$ cat src/rtl/reorder_buffer_pkg.sv
// -----------------------------------------------------------------------------
// reorder_buffer_pkg
// Shared types and constants for the reorder buffer; register_status reuses
// ROB_DEPTH / ROB_TAG_W so its reorder_addr field stays in step with the ROB.
//   rob_state_e  : FREE / PENDING / DONE per-entry state
//   rob_entry_s  : one buffer entry (state, destination, result)
//   rob_lookup_s : result of an operand lookup (ready flag + value)
//   rob_lookup() : operand lookup rule shared by both issue-stage read ports
// -----------------------------------------------------------------------------
package reorder_buffer_pkg;

   localparam int ROB_DEPTH = 16;
   localparam int ROB_TAG_W = 4;
   localparam int ROB_XLEN  = 32;

   typedef enum logic [1:0] {
      FREE    = 2'd0,
      PENDING = 2'd1,
      DONE    = 2'd2
   } rob_state_e;

   typedef struct packed {
      rob_state_e          state;
      logic [4:0]          rd_addr;
      logic                wr_en;
      logic [ROB_XLEN-1:0] value;
   } rob_entry_s;

   typedef struct packed {
      logic                ready;
      logic [ROB_XLEN-1:0] value;
   } rob_lookup_s;

   // A result on the CDB this cycle is forwarded to a still-PENDING entry, so
   // a renamed source never waits an extra cycle for the stored copy.
   function automatic rob_lookup_s rob_lookup(input rob_entry_s          entry,
                                              input logic                cdb_hit,
                                              input logic [ROB_XLEN-1:0] cdb_value);
      rob_lookup_s res;
      res = '0;
      if (cdb_hit && entry.state == PENDING) begin
         res.ready = 1'b1;
         res.value = cdb_value;
      end else if (entry.state == DONE) begin
         res.ready = 1'b1;
         res.value = entry.value;
      end
      return res;
   endfunction

endpackage

$ cat src/rtl/reorder_buffer.sv
// -----------------------------------------------------------------------------
// reorder_buffer
// Circular reorder buffer for the Tomasulo core. Allocates the tail tag at
// issue, captures results from the CDB, retires the head in program order and
// answers two operand lookups for the issue stage.
// Ports:
//   clk_i, reset_i                    clock, async active-high reset
//   issue_valid_i/_ready_o/_tag_o     allocation handshake and granted tag
//   issue_wr_en_i, issue_rd_addr_i    destination of the issuing instruction
//   cdb_valid_i/_tag_i/_value_i       result broadcast
//   rd_tag{1,2}_i, rd_ready{1,2}_o,
//   rd_value{1,2}_o                   combinational operand lookups
//   commit_*_o                        combinational retire port to register_status
//   flush_i                           squash everything (mispredict)
//   count_o, empty_o, full_o          occupancy
// XLEN must equal ROB_XLEN, since entries are stored as rob_entry_s.
// -----------------------------------------------------------------------------
module reorder_buffer
   import reorder_buffer_pkg::*;
#(
   parameter int DEPTH = ROB_DEPTH,
   parameter int TAG_W = ROB_TAG_W,
   parameter int XLEN  = ROB_XLEN
) (
   input  logic             clk_i,
   input  logic             reset_i,
   input  logic             issue_valid_i,
   output logic             issue_ready_o,
   input  logic             issue_wr_en_i,
   input  logic [4:0]       issue_rd_addr_i,
   output logic [TAG_W-1:0] issue_tag_o,
   input  logic             cdb_valid_i,
   input  logic [TAG_W-1:0] cdb_tag_i,
   input  logic [XLEN-1:0]  cdb_value_i,
   input  logic [TAG_W-1:0] rd_tag1_i,
   input  logic [TAG_W-1:0] rd_tag2_i,
   output logic             rd_ready1_o,
   output logic             rd_ready2_o,
   output logic [XLEN-1:0]  rd_value1_o,
   output logic [XLEN-1:0]  rd_value2_o,
   output logic             commit_wr_en_o,
   output logic             commit_valid_o,
   output logic [4:0]       commit_wr_addr_o,
   output logic [TAG_W-1:0] commit_reorder_addr_o,
   output logic [XLEN-1:0]  commit_value_o,
   input  logic             flush_i,
   output logic [TAG_W:0]   count_o,
   output logic             empty_o,
   output logic             full_o
);

   rob_entry_s       entry_q [DEPTH];
   logic [TAG_W-1:0] head_q;
   logic [TAG_W-1:0] tail_q;
   logic [TAG_W:0]   count_q;

   rob_entry_s       head_entry;
   rob_lookup_s      lookup1;
   rob_lookup_s      lookup2;
   logic             do_issue;
   logic             do_cdb;
   logic             do_commit;

   assign empty_o       = (count_q == '0);
   assign full_o        = (count_q == (TAG_W+1)'(DEPTH));
   assign issue_ready_o = !full_o;
   assign issue_tag_o   = tail_q;
   assign count_o       = count_q;
   assign head_entry    = entry_q[head_q];

   // Full blocks issue even when the head retires this cycle: no pass-through.
   assign do_issue  = issue_valid_i && !full_o;
   assign do_cdb    = cdb_valid_i && (entry_q[cdb_tag_i].state == PENDING);
   assign do_commit = !empty_o && (head_entry.state == DONE) && !flush_i;

   always_comb begin
      // NOTE: every output gets a default first so no path leaves it unassigned,
      // which would otherwise infer a latch.
      commit_valid_o        = 1'b0;
      commit_wr_en_o        = 1'b0;
      commit_wr_addr_o      = '0;
      commit_reorder_addr_o = '0;
      commit_value_o        = '0;
      if (do_commit) begin
         commit_valid_o        = 1'b1;
         commit_wr_en_o        = head_entry.wr_en && (head_entry.rd_addr != 5'd0);
         commit_wr_addr_o      = head_entry.rd_addr;
         commit_reorder_addr_o = head_q;
         commit_value_o        = head_entry.value;
      end
   end

   assign lookup1     = rob_lookup(entry_q[rd_tag1_i], cdb_valid_i && (cdb_tag_i == rd_tag1_i),
                                   cdb_value_i);
   assign lookup2     = rob_lookup(entry_q[rd_tag2_i], cdb_valid_i && (cdb_tag_i == rd_tag2_i),
                                   cdb_value_i);
   assign rd_ready1_o = lookup1.ready;
   assign rd_value1_o = lookup1.value;
   assign rd_ready2_o = lookup2.ready;
   assign rd_value2_o = lookup2.value;

   // Issue (tail, FREE), CDB (a PENDING entry) and commit (head, DONE) always
   // target different entries, so their updates never collide.
   always_ff @(posedge clk_i or posedge reset_i) begin
      if (reset_i) begin
         // NOTE: the entry array is reset in full: state must read FREE straight
         // out of reset, and clearing the payload keeps stale data off the ports.
         for (int i = 0; i < DEPTH; i++) begin
            entry_q[i] <= '0;
         end
         head_q  <= '0;
         tail_q  <= '0;
         count_q <= '0;
      end else if (flush_i) begin
         for (int i = 0; i < DEPTH; i++) begin
            entry_q[i] <= '0;
         end
         head_q  <= '0;
         tail_q  <= '0;
         count_q <= '0;
      end else begin
         // NOTE: non-blocking assignments so every update here sees the
         // pre-edge state, exactly as the flops will.
         if (do_commit) begin
            entry_q[head_q] <= '0;
            head_q          <= head_q + TAG_W'(1);
         end
         if (do_cdb) begin
            entry_q[cdb_tag_i].state <= DONE;
            entry_q[cdb_tag_i].value <= cdb_value_i;
         end
         if (do_issue) begin
            entry_q[tail_q] <= '{state: PENDING, rd_addr: issue_rd_addr_i,
                                 wr_en: issue_wr_en_i, value: '0};
            tail_q          <= tail_q + TAG_W'(1);
         end
         case ({do_issue, do_commit})
            2'b10:   count_q <= count_q + (TAG_W+1)'(1);
            2'b01:   count_q <= count_q - (TAG_W+1)'(1);
            default: count_q <= count_q;
         endcase
      end
   end

endmodule

$ cat config.mk
export PLATFORM = sky130hd
export DESIGN_NAME = reorder_buffer
export DESIGN_NICKNAME = d
export VERILOG_FILES = /design/src/rtl/reorder_buffer_pkg.sv /design/src/rtl/reorder_buffer.sv
export SDC_FILE = /design/constraint.sdc
export NUM_CORES = 2
export LEC_CHECK = 0
export BUFFER_PORTS_ARGS = -buffer_cell sky130_fd_sc_hd__buf_4
export CAP_MARGIN = 20
export CORE_AREA = 2 2 382 384
export CTS_CLUSTER_SIZE = 20
export DETAILED_ROUTE_END_ITERATION = 7
export DIE_AREA = 0 0 384 386
export GPL_TIMING_DRIVEN = 0
export PLACE_DENSITY_LB_ADDON = 0.15
export SYNTH_ARGS = -nofsm -noshare
export SYNTH_HDL_FRONTEND = slang
export SYNTH_SLANG_ARGS = --single-unit
$ cat constraint.sdc
create_clock -name clk_i -period 31.5 [get_ports clk_i]
set_clock_uncertainty 0.2 [all_clocks]
set_input_delay 6.3 -clock clk_i [delete_from_list [all_inputs] [get_ports clk_i]]
set_output_delay 6.3 -clock clk_i [all_outputs]
set_load 0.01 [all_outputs]
Yosys cells after proc, flatten, opt, wreduce, memory -nomap -nowiden. Index checks and enable logic that the tools add are counted. W data, S select, Z words.

Word-level logic and storage cells: 161. Output and inout port bits: 121. Input port bits: 55. Register bits after elaboration: 653.

Equality and inequality tests: 11. Mux-type cells: 44. $lt $le $gt $ge: 8. Reductions and logical operators: 20. Add/sub/neg operators: 4. Bitwise operators: 7.

Operators with widths (count): $mux W640 (6); $bwmux W640 (3); $and A640 B640 Y640 (1); $bmux W40 S4 (4); $demux W40 S4 (4); $not A640 Y640 (1); $mux W40 (11); $mux W33 (4); $mux W32 (2); $ge A5 B5 Y1 const B (5); $not A4 Y5 (5); $mux W4 (5); $lt A5 B1 Y1 const B (3); $logic_and A1 B1 Y1 (12); $mux W5 (2); $pmux W5 S2 (1); $add A4 B1 Y4 const B (2); $eq A2 B1 Y1 const B (4); $eq A2 B2 Y1 const B (4); $eq A4 B4 Y1 (2); $add A5 B1 Y5 const B (1); $eq A5 B5 Y1 const B (1); $logic_not A5 Y1 (1); $reduce_bool A5 Y1 (1); 5 further kinds (9).

Longest topological paths before layout.
Word-level depth: 16. Depth in mapped cells: 15. Gate-level depth less buffers: 13.

Worst setup path after synthesis. Ideal clock, no wire load.

Path type: input to output. Start: input port rd_tag1_i[2]. End: output port rd_value1_o[0]. Arrival time: 8.480 ns. Data required time: 25.000 ns. Setup slack: 16.520 ns. Buffers on the path: 4. Stages: 8. Cells stage by stage: clkbuf_1 > buf_2 > clkbuf_1 > clkbuf_1 > mux4_2 > mux4_2 > inv_1 > o21ai_0.

Longest elaborated chain between the ends: 7. Elaborated cells on any way between the ends: 11. Classes of those cells: 3 x eq/ne; 5 x mux; 1 x bitwise; 2 x reduce/logical.

Ends and longest elaborated chain: start: declaration (line reorder_buffer.sv:35) `input logic [TAG_W-1:0] rd_tag1_i,`; $not A4 Y5 (not written as such) (line reorder_buffer.sv:93) `assign lookup1 = rob_lookup(entry_q[rd_tag1_i], cdb_valid_i && (cdb_tag_i == rd_tag1_i),`; $bmux W40 S4 (line reorder_buffer.sv:93); $mux W40 (not written as such) (2 in a row) (line reorder_buffer.sv:93); $eq A2 B2 Y1 / $eq A2 B1 Y1 (equally long branches) (line reorder_buffer_pkg.sv:44, reorder_buffer_pkg.sv:41); $mux W33 / $logic_and A1 B1 Y1 (equally long branches) (line reorder_buffer_pkg.sv:44, reorder_buffer_pkg.sv:41); $mux W33 (*) (line reorder_buffer_pkg.sv:41) `if (cdb_hit && entry.state == PENDING) begin`; end: declaration (line reorder_buffer.sv:39) `output logic [XLEN-1:0] rd_value1_o,`.

Mark *: on every way between the ends. The rest lies on a longest branch, timed or not. The select of a mux whose other input is x is not followed.

Worst setup path after layout.
Start: input port rd_tag1_i[2]. End: output port rd_value1_o[29].

The elaborated chain is that of the path after synthesis.

==> run summary <==
die width -> 384 um
largest net degree at the start of global routing -> 119
Synth Area per Inst -> 10.6 um^2
Clock transition at path regs -> 60 ps
die height -> 386 um
Post-Synth Simple-Gate Area -> 15.6%
# IOs -> 176
fraction of synthesized area in multiplexers -> 28.1%
total detailed-routing wirelength -> 277 mm
WP data required -> 25000 ps
CTS Buf Count -> 85
number of flops mapped to enable cells by yosys -> 0
prevailing post-synth register cell -> dfrtp_1
antenna-violating nets left -> 0
Post-Synth Adder-Cell Area -> 0.290%
Final Setup Violations -> 0
root buf cell -> clkbuf_16
fin crit share -> 55.3%
GPL Wtd Cong -> 1.07
die area -> 0.148 mm^2
CTS Sinks -> 653
# hold bufs at CTS -> 0
Tightest Pin Transition -> 1390 ps
postcts setup bufs -> 0
Sequential Area -> 0.0163 mm^2
H-tree depth -> 3
worst vdd ir -> 0.0370 mV
max cap viols -> 0
Final Hold Fails -> 0
vias per std cell -> 6.52
worst min path class -> reg -> reg
detailed placer's ending HPWL -> 215 mm
Final min period -> 17420 ps
largest family of logic cells by synthesized area -> multiplexers
run status -> finished clean
WL/cell -> 43.6 um
CTS tree -> yes
GRT Total Usage -> 36.8%
antenna violations before repair -> 39
ys async rst share -> 100%
Startpoint Class -> input pin
Syn Inst Count -> 4046
ratio of cells with drive above 1 in the final layout -> 24.2%
RSZ-0062 raised after global routing -> false
DR vias -> 41300
Final Instance Area -> 0.0507 mm^2
synthesized cell area -> 0.0431 mm^2
Yosys warning count -> 0
Crit path arrival time -> 10920 ps
Compound-Gate Fraction of Synth Area -> 12.0%
area of the multi-input gates -> 0.0243 mm^2
minimum hold slack -> 331 ps
pwr dens -> 41.8 mW/mm^2
Syn-to-layout area delta -> 17.7%
Final Max Slew Viols -> 0
Finished Core Util -> 35.1%
DP Area -> 0.0475 mm^2
row count -> 140
1st-pass router iterations -> 6
Synthesized Nets -> 4111
Max FO, Critical Path -> 10
core area -> 0.145 mm^2
Clock Latency Late Sink -> 720 ps
Synth cell types -> 51
port bufs -> 135
1st-iter DRT viols -> 7023
critical setup path kind -> in -> out
post-synthesis sequential area ratio -> 37.9%
xor-xnor portion of the synthesized cell area -> 0.383%
post_cts resized -> 0
Max Freq -> 57.4 MHz
Initial Util -> 29.8%
Residual DRC -> 0
vias in the first global route -> 37700
Power Total -> 2.12 mW
first-pass GRT wire length -> 362 mm
final net count -> 4406
Overflow after GRT -> 0
# fillers -> 14600
Lkg Pwr -> 20.0 nW
Clock Tree Buf Depth -> 3
max_slew headroom -> 6.42%
flops & latches, synth -> 653
Worst setup EP type -> output port
critical path: stages:
cell and delay, ps:
clkbuf_1 340, buf_2 490, clkbuf_1 990, clkbuf_1 990, mux4_2 460, mux4_2 240, inv_1 50, o21ai_0 780
buf_4 260
path summary, 6_finish.rpt:
path                                   start               to  slack (ps)  cells after the start
worst max-delay path            rd_tag1_i[2]  rd_value1_o[29]       14080                      9
worst min-delay path             entry_q[36]      entry_q[36]         330                      2
worst max register to register     head_q[0]     entry_q[301]       26420                     11
worst min register to register   entry_q[36]      entry_q[36]         330                      2
max in group asynchronous            reset_i      entry_q[86]       24080                      4
min in group asynchronous            reset_i     entry_q[355]        5400                      2
final cells by class:
type | instances | share of cell area [%]
antenna | 13 | 0.0642
buffer | 497 | 4.23
clock buffer | 121 | 4.82
clock inverter | 38 | 1.08
inverter | 77 | 0.585
multi-input combinational | 2819 | 48.0
sequential | 653 | 32.2
tap | 1917 | 4.73
timing repair buffer | 208 | 4.28
cells by family (layout without fill, tap and decap cells):
group	after synthesis	count (layout)
buffers and inverters	574	941
other	0	13
xor gates and xnor gates	18	18
DFF	653	653
and+or+nand+nor	1529	1529
AOI/OAI and AO/OA	721	721
muxes	541	541
adders and majority gates	10	10
registers in the layout, indices dropped and copies added, names as in the netlist:
| signal | count |
|---|---|
| issue_tag_o | 4 |
| head_q | 4 |
| count_o | 5 |
| entry_q | 640 |
per-stage QoR:
| stage | setup TNS (ps) | instances | worst slack [ps] |
|---|---|---|---|
| 2_1_floorplan | 0 | 4046 | 6700 |
| 3_3_place_gp | -2403230 | 6098 | -3850 |
| 3_5_place_dp | 0 | 6154 | 14140 |
| 4_1_cts | 0 | 6313 | 14130 |
| 5_1_grt | 0 | 6330 | 14180 |
| 6_report | 0 | 6343 | 14080 |
layer usage:
layer	vias to the layer above	wire, um	GRT usage, %
li1	15500	-	-
met1	22000	110000	49.5
met2	3227	113000	51.5
met3	569	39500	15.9
met4	22	13400	14.6
met5	-	246	0
cell usage in the layout (no fill, tap or decap), types with 55 or more instances in the layout:
master,n
mux4_2,536
nand3_1,310
a21oi_1,327
buf_4,141
dfrtp_1,653
inv_1,74
buf_2,82
nor2_1,356
clkbuf_16,85
a2bb2oi_2,60
nand2_1,691
a2bb2oi_1,246
clkbuf_1,343
buf_8,55
buf_1,63
Yosys cell counts, types with 2 or more instances:
library cell / instances / area (um^2)
a2111o_1: 2 / 22.5
a21oi_1: 327 / 1640
a2bb2oi_1: 246 / 2150
a2bb2oi_2: 60 / 901
a31oi_1: 13 / 81.3
and2_0: 13 / 81.3
and2_1: 44 / 275
and3_1: 9 / 56.3
and4_1: 7 / 61.3
and4b_1: 16 / 160
buf_1: 69 / 259
buf_12: 6 / 120
buf_2: 76 / 380
buf_4: 6 / 45.0
buf_6: 4 / 45.0
clkbuf_1: 332 / 1250
clkbuf_2: 3 / 15.0
dfrtp_1: 653 / 16300
ha_1: 10 / 125
inv_1: 75 / 282
mux2_2: 2 / 22.5
mux2i_1: 3 / 30.0
mux4_2: 536 / 12100
nand2_1: 691 / 2590
nand2b_1: 20 / 125
nand3_1: 310 / 1550
nand3_2: 8 / 80.1
nand3b_1: 2 / 15.0
nand4_1: 9 / 56.3
nand4b_1: 16 / 140
nor2_1: 356 / 1340
nor2b_1: 9 / 56.3
nor3_1: 10 / 50.1
nor3b_1: 4 / 30.0
o21ai_0: 45 / 225
o21ai_1: 22 / 110
o2bb2ai_1: 2 / 17.5
or3_1: 2 / 12.5
xnor2_1: 9 / 78.8
xor2_1: 8 / 70.1
power by group:
part           leakage (nW)  internal (mW)  switching (mW)  total [mW]
Clock                  1.47          0.634           0.452        1.09
Sequential             9.12          0.841         0.00350       0.845
Combinational          9.36         0.0429           0.145       0.188
(Power assumes the default switching activity.)
